--- config.mk ---
export PLATFORM = sky130hd
export DESIGN_NAME = seq_mag_comp
export DESIGN_NICKNAME = d
export VERILOG_FILES = /design/src/rtl/seq_mag_comp.sv
export SDC_FILE = /design/constraint.sdc
export NUM_CORES = 1
export LEC_CHECK = 0
export BUFFER_PORTS_ARGS = -buffer_cell sky130_fd_sc_hd__buf_2
export CORE_MARGIN = 5
export CORE_UTILIZATION = 53
export CTS_CLUSTER_SIZE = 14
export DETAILED_ROUTE_END_ITERATION = 12
export PLACE_DENSITY = 0.83
export SYNTH_ARGS = -nofsm -noshare
export SYNTH_HDL_FRONTEND = slang
export SYNTH_SLANG_ARGS = --single-unit
--- constraint.sdc ---
create_clock -name clk -period 1.95 [get_ports clk]
set_clock_uncertainty 0.1 [all_clocks]
set_input_delay 0.0975 -clock clk [delete_from_list [all_inputs] [get_ports clk]]
set_output_delay 0.0975 -clock clk [all_outputs]
set_load 0.05 [all_outputs]
--- src/rtl/seq_mag_comp.sv ---
// rtl/seq_mag_comp.sv - sequential MSB-first magnitude comparator, DIGIT bits per clock, early exit.
// Define SEQ_MAG_COMP_SIGNED_EN for two's-complement operands.
module seq_mag_comp #(
    parameter  int WIDTH = 16,
    parameter  int DIGIT = 4,
    localparam int N     = WIDTH / DIGIT,
    localparam int CW    = $clog2(N + 1)
) (
    input  logic             clk,
    input  logic             rst,
    input  logic             start,
    input  logic [WIDTH-1:0] A,
    input  logic [WIDTH-1:0] B,
    output logic             busy,
    output logic             done,
    output logic             A_G_B,
    output logic             A_E_B,
    output logic             A_L_B,
    output logic [CW-1:0]    slices_used
);

    typedef enum logic {IDLE, CMP} state_t;

    state_t           state_q, state_d;
    logic [WIDTH-1:0] a_q, a_d, b_q, b_d;
    logic [CW-1:0]    idx_q, idx_d;
    logic [CW-1:0]    used_q, used_d;
    logic             busy_q, busy_d, done_q, done_d;
    logic             gt_q, gt_d, eq_q, eq_d, lt_q, lt_d;
    logic [WIDTH-1:0] a_cap, b_cap;
    logic [DIGIT-1:0] a_top, b_top;

`ifdef SEQ_MAG_COMP_SIGNED_EN
    // Offset-binary: flipping the sign bit turns a signed order into an unsigned one.
    localparam logic [WIDTH-1:0] SIGN_MASK = {1'b1, {(WIDTH-1){1'b0}}};
    assign a_cap = A ^ SIGN_MASK;
    assign b_cap = B ^ SIGN_MASK;
`else
    assign a_cap = A;
    assign b_cap = B;
`endif

    // Operands shift left each step, so the slice under test is always the top DIGIT bits.
    assign a_top = a_q[WIDTH-1 -: DIGIT];
    assign b_top = b_q[WIDTH-1 -: DIGIT];

    always_comb begin
        state_d = state_q;
        a_d     = a_q;
        b_d     = b_q;
        idx_d   = idx_q;
        used_d  = used_q;
        busy_d  = busy_q;
        done_d  = 1'b0;
        gt_d    = gt_q;
        eq_d    = eq_q;
        lt_d    = lt_q;
        case (state_q)
            IDLE: begin
                if (start) begin
                    a_d     = a_cap;
                    b_d     = b_cap;
                    idx_d   = CW'(N - 1);
                    busy_d  = 1'b1;
                    state_d = CMP;
                end
            end
            CMP: begin
                if (a_top != b_top) begin
                    gt_d    = (a_top > b_top);
                    lt_d    = (a_top < b_top);
                    eq_d    = 1'b0;
                    used_d  = CW'(N) - idx_q;
                    done_d  = 1'b1;
                    busy_d  = 1'b0;
                    state_d = IDLE;
                end else if (idx_q == '0) begin
                    gt_d    = 1'b0;
                    lt_d    = 1'b0;
                    eq_d    = 1'b1;
                    used_d  = CW'(N);
                    done_d  = 1'b1;
                    busy_d  = 1'b0;
                    state_d = IDLE;
                end else begin
                    idx_d = idx_q - 1'b1;
                    a_d   = a_q << DIGIT;
                    b_d   = b_q << DIGIT;
                end
            end
            default: state_d = IDLE;
        endcase
    end

    always_ff @(posedge clk) begin
        if (rst) begin
            state_q <= IDLE;
            a_q     <= '0;
            b_q     <= '0;
            idx_q   <= '0;
            used_q  <= '0;
            busy_q  <= 1'b0;
            done_q  <= 1'b0;
            gt_q    <= 1'b0;
            eq_q    <= 1'b0;
            lt_q    <= 1'b0;
        end else begin
            state_q <= state_d;
            a_q     <= a_d;
            b_q     <= b_d;
            idx_q   <= idx_d;
            used_q  <= used_d;
            busy_q  <= busy_d;
            done_q  <= done_d;
            gt_q    <= gt_d;
            eq_q    <= eq_d;
            lt_q    <= lt_d;
        end
    end

    assign busy        = busy_q;
    assign done        = done_q;
    assign A_G_B       = gt_q;
    assign A_E_B       = eq_q;
    assign A_L_B       = lt_q;
    assign slices_used = used_q;

endmodule

[After elaboration in Yosys (flattened, before gate mapping)]
Cells that the tools add are included.
Storage, ports and cells
  register bits: 44
  latch bits: 0
  memory bits (writable): 0
  memory bits (read-only): 0
  bits of input ports: 35
  output and inout port bits: 8
  word-level logic and storage cells: 54
  memories: 0
Cells by class
  add/sub/neg operators: 2
  multipliers: 0
  div/mod/pow operators: 0
  $lt $le $gt $ge: 2
  equality and inequality tests: 5
  shift operators: 0
  muxes and demuxes: 28
  bitwise gates (word level): 1
  reduce and logical (&&, ||, !) cells: 6
Operator list (count)
  16-bit 2-to-1 mux: 6
  16-bit case mux with 2 select lines: 2
  3-bit 2-to-1 mux: 5
  1-bit 2-to-1 mux: 12
  2-bit inequality test, second input constant: 3
  3-bit case mux with 2 select lines: 1
  4-bit > comparator: 1
  4-bit < comparator: 1
  4-bit inequality test: 1
  1-bit case mux with 2 select lines: 2
  2-bit AND reduction: 2
  3-bit zero test: 1
  3-bit by 1-bit inequality test with 1-bit output, second input constant: 1
  3-bit AND reduction: 1
  3-bit by 1-bit subtractor with 3-bit output, second input constant: 1
  3-bit subtractor, first input constant: 1
  2-bit nonzero test: 1
  2-bit OR reduction: 1
  1-bit inverter: 1

[Longest topological paths before layout]
  depth in word-level cells: 4
  mapped depth: 8
  depth with buffers taken out: 7

[Worst setup path before layout]
OpenSTA, ideal clock, no wires.
  path type: reg2reg
  start: register idx_q[0]
  end: register idx_q[2]
  library setup time: 0.116 ns
  arrival time: 1.573 ns
  data required time: 1.734 ns
  slack: 0.160 ns
  cell stages (with the launch flop): 8
  path buffers: 0
  period minus slack after synthesis: 1.790 ns
  cell sequence: dfxtp_1 -> inv_1 -> ha_1 -> ha_1 -> nand2b_1 -> nor2_1 -> a2111oi_0 -> a31o_2
On the way
  longest elaborated chain between the ends: 4
  elaborated cells on any way between the ends: 7
  those cells by class: add/sub (1); eq/ne (1); mux (3); reduce/logical (2)
RTL lines
  from (decl): line 26  | logic [CW-1:0] idx_q, idx_d;
  from (signal assigned): line 111  | idx_q <= idx_d;
  3-bit by 1-bit subtractor with 3-bit output: line 86  | idx_d = idx_q - 1'b1;
  3-bit 2-to-1 mux: line 77  | end else if (idx_q == '0) begin
  3-bit 2-to-1 mux: line 69  | if (a_top != b_top) begin
  3-bit case mux with 2 select lines: line 58  | case (state_q)
Parallel ways exist; a longest one is shown, timed or not. The select of a mux whose other input is x is not followed.
A chain may end at the register's enable or synchronous reset.

[Worst setup path in the final report]
  start: register b_q[15]
  end: register b_q[12]
On the way
  longest elaborated chain between the ends: 3
RTL lines
  from (decl): line 25  | logic [WIDTH-1:0] a_q, a_d, b_q, b_d;
  from (signal assigned): line 99  | b_q <= '0;
  from (signal assigned): line 110  | b_q <= b_d;
  4-bit inequality test: line 69
  2-bit inequality test (no line)
  3-bit AND reduction (no line)
Every way passes these cells.

==> impl_metrics.env <==
export IMPL_status="finished clean"
export IMPL_worstPathArrival_ns=2.01
export IMPL_cts_path_max_buffers=2
export IMPL_grtUsageTotal_pct=16.6
export IMPL_drive_gt1_share_pct=33.1
export IMPL_core_sq_mm=0.00366
export IMPL_drv_cap=0
export IMPL_ir_worst_vdd_mv=0.662
export IMPL_slew_viol_final=0
export IMPL_avgSynthCellArea_sq_um=9.61
export IMPL_wl_per_cell_um=13.7
export IMPL_drtPass1Iterations=4
export IMPL_worst_path_buf_inv=3
export IMPL_antenna_diode_count=0
export IMPL_die_w_um=71.6
export IMPL_drtAntennaViolNets=0
export IMPL_switching_share_pct=29.5
export IMPL_finalCriticalPeriod_ns=1.89
export IMPL_worstSkewPairLatency_ns=0.30
export IMPL_overflow=0
export IMPL_synth_fp_nets=251
export IMPL_startpoint_type="flip-flop"
export IMPL_fin_crit_sh_pct=96.8
export IMPL_syn2layout_area_growth_pct=28.5
export IMPL_p_leak_nw=1.08
export IMPL_syn_inst=209
export IMPL_slew_limit_headroom_pct=69.9
export IMPL_drc=0
export IMPL_drt_total_wl_um=4340
export IMPL_p_int_mw=1.50
export IMPL_htree_levels=2
export IMPL_seq_power_share_pct=48.1
export IMPL_fmaxAchievable_mhz=530
export IMPL_critPathTopFamily="compound AO/OA/AOI/OAI gates"
export IMPL_hold_path_class="in2reg"
export IMPL_path_class="reg2reg"
export IMPL_clkSinkCount=44
export IMPL_ys_ff_latch=44
export IMPL_grt_pass1_wl_um=6620
export IMPL_antenna_found_initial=0
export IMPL_grt_pass1_vias=1500
export IMPL_finalSetupViolCount=0
export IMPL_p_sw_mw=0.627
export IMPL_cts_root_buf="clkbuf_8"
export IMPL_path_max_fanout=7
export IMPL_hold_viol=0
export IMPL_post_place_ws_ns=0.0632
export IMPL_tightestPinTransition_ns=0.449
export IMPL_synth_cell_types=28
export IMPL_clk_pin_slew_ns=0.08
export IMPL_ys_seq_area_share_pct=43.9
export IMPL_yosysWarnings=0
export IMPL_drt_initial_drc_count=74
export IMPL_nFillCells=286
export IMPL_grt_max_degree=28
export IMPL_cp_slowest_cell="dfxtp_1"
export IMPL_via_per_inst=5.15
export IMPL_die_area_sq_mm=0.00512
export IMPL_endpoint_kind="flip-flop"
export IMPL_combPwrFrac_pct=24.4
export IMPL_layout_setup_ws_ns=0.0616
export IMPL_final_core_util_pct=70.5
export IMPL_cts_tree="done"
export IMPL_gp_congestion=0.772
export IMPL_io_buffers=42
export IMPL_netlist_area_sq_mm=0.00201
export IMPL_dr_total_vias=1631
export IMPL_start_util_pct=54.9
export IMPL_io_pins=43
export IMPL_p_clk_share_pct=27.5
export IMPL_p_per_area_mw_per_mm2=823
export IMPL_holdWs_ns=0.0372
export IMPL_worst_path_largest_cell_delay_ns=0.33
export IMPL_crit_required_ns=2.07
export IMPL_dieHeight_um=71.6
export IMPL_crit_chain="inv_1 > ha_1 > nand4_2 > o21ai_4 > buf_4 > clkbuf_16 > nor2_1 > a211oi_2"
export IMPL_rows=22
export IMPL_fin_nets=310
export IMPL_dp_hpwl_um=2940
export IMPL_cts_buffers_inserted=5
==> metal layers <==
| layer | global-route usage [%] | up-vias | wire, um |
|---|---|---|---|
| met5 | 0 | - | 0 |
| li1 | - | 847 | - |
| met3 | 5.05 | 5 | 213 |
| met1 | 20.5 | 747 | 1880 |
| met2 | 27.0 | 32 | 2190 |
| met4 | 6.26 | 0 | 61 |
==> power by group through the flow <==
stage                     Sequential [mW]  Combinational, mW  Clock, mW
after floorplan                      1.08              0.296          0
after global placement               1.04              0.451          0
after detailed placement             1.04              0.466          0
after CTS                            1.02              0.479      0.585
after global routing                 1.03              0.569      0.616
final                                1.02              0.518      0.585
==> logic make-up after synthesis <==
group / count (synthesis) / share of synthesized area (%)
flip-flops: 44 / 43.9
multiplexers: 24 / 12.0
adder cells (fa/ha/maj): 7 / 4.36
buffers and inverters: 25 / 5.98
AO/OA/AOI/OAI: 48 / 21.1
AND/OR/NAND/NOR: 61 / 12.8
==> cell usage after synthesis <==
master	n	area [sq um]
nand4_2	1	12.5
nand4_1	1	6.26
buf_4	6	45.0
a211oi_1	8	60.1
o31ai_1	1	7.51
o21ai_2	1	8.76
and2_1	1	6.26
a22oi_1	2	15.0
clkbuf_1	3	11.3
buf_2	3	15.0
mux2i_1	24	240
o21ai_0	1	5.00
a2111oi_0	1	8.76
a32o_1	1	10.0
nor2_1	32	120
a221oi_1	1	8.76
inv_1	11	41.3
ha_1	7	87.6
a21oi_1	11	55.1
buf_1	2	7.51
nand2b_1	2	12.5
nor2b_1	2	12.5
a211oi_2	18	225
dfxtp_1	44	881
a31o_2	1	8.76
nand2_1	19	71.3
nor3_1	3	15.0
o21ai_1	2	10.0
==> flip-flops by register name (all words and copies together), names as in the netlist <==
register,flops
a_q,16
b_q,16
idx_q,3
slices_used,3
A_E_B,1
A_G_B,1
A_L_B,1
busy,1
done,1
state_q,1
==> cell usage in the layout (no fill, tap or decap), drive strengths merged, types with 8 or more instances in the layout <==
cell type    count
dlygate4sd3      8
inv             11
clkbuf          10
mux2i           24
a211oi          26
nor2            32
dfxtp           44
a21oi           11
buf             56
nand2           19
==> metrics by stage <==
step                area, sq um  setup TNS (ns)  power, mW  std cells
floorplan                  2010               0       1.37        209
global placement           2310               0       1.49        296
detailed placement         2310               0       1.51        296
CTS                        2480               0       2.09        312
global route               2580         -0.0179       2.22        317
finish                     2580               0       2.13        317
==> layout make-up <==
| cell class | instances | area [sq um] | area share, % |
|---|---|---|---|
| Clock buffer | 8 | 90.1 | 3.49 |
| Inverter | 11 | 41.3 | 1.60 |
| Multi-Input combinational cell | 140 | 1030 | 40.1 |
| Sequential cell | 44 | 881 | 34.1 |
| Tap cell | 48 | 60.1 | 2.33 |
| Timing Repair Buffer | 66 | 474 | 18.4 |
==> worst paths after layout <==
path	depth (start not counted)	from	endpoint	slack, ns
hold reg to reg	2	b_q[1]$_SDFFE_PP0P_	b_q[1]$_SDFFE_PP0P_	0.36
hold / removal	3	B[4]	b_q[4]$_SDFFE_PP0P_	0.04
setup / recovery	8	b_q[15]$_SDFFE_PP0P_	b_q[12]$_SDFFE_PP0P_	0.06
setup reg to reg	8	b_q[15]$_SDFFE_PP0P_	b_q[12]$_SDFFE_PP0P_	0.06
==> worst min-delay path: stages <==
cell      delay [ns]
buf_2           0.10
mux2i_1         0.12
a211oi_1        0.08
==> timing repair <==
action / 4_1_cts / 5_1_grt
resized for setup: 0 / 6
hold buffers: 8 / 0
setup endpoints to repair: 0 / 24
hold endpoints to repair: 8 / 0
buffers inserted: 0 / 3
No activity file was read; power rests on OpenSTA's default activity.
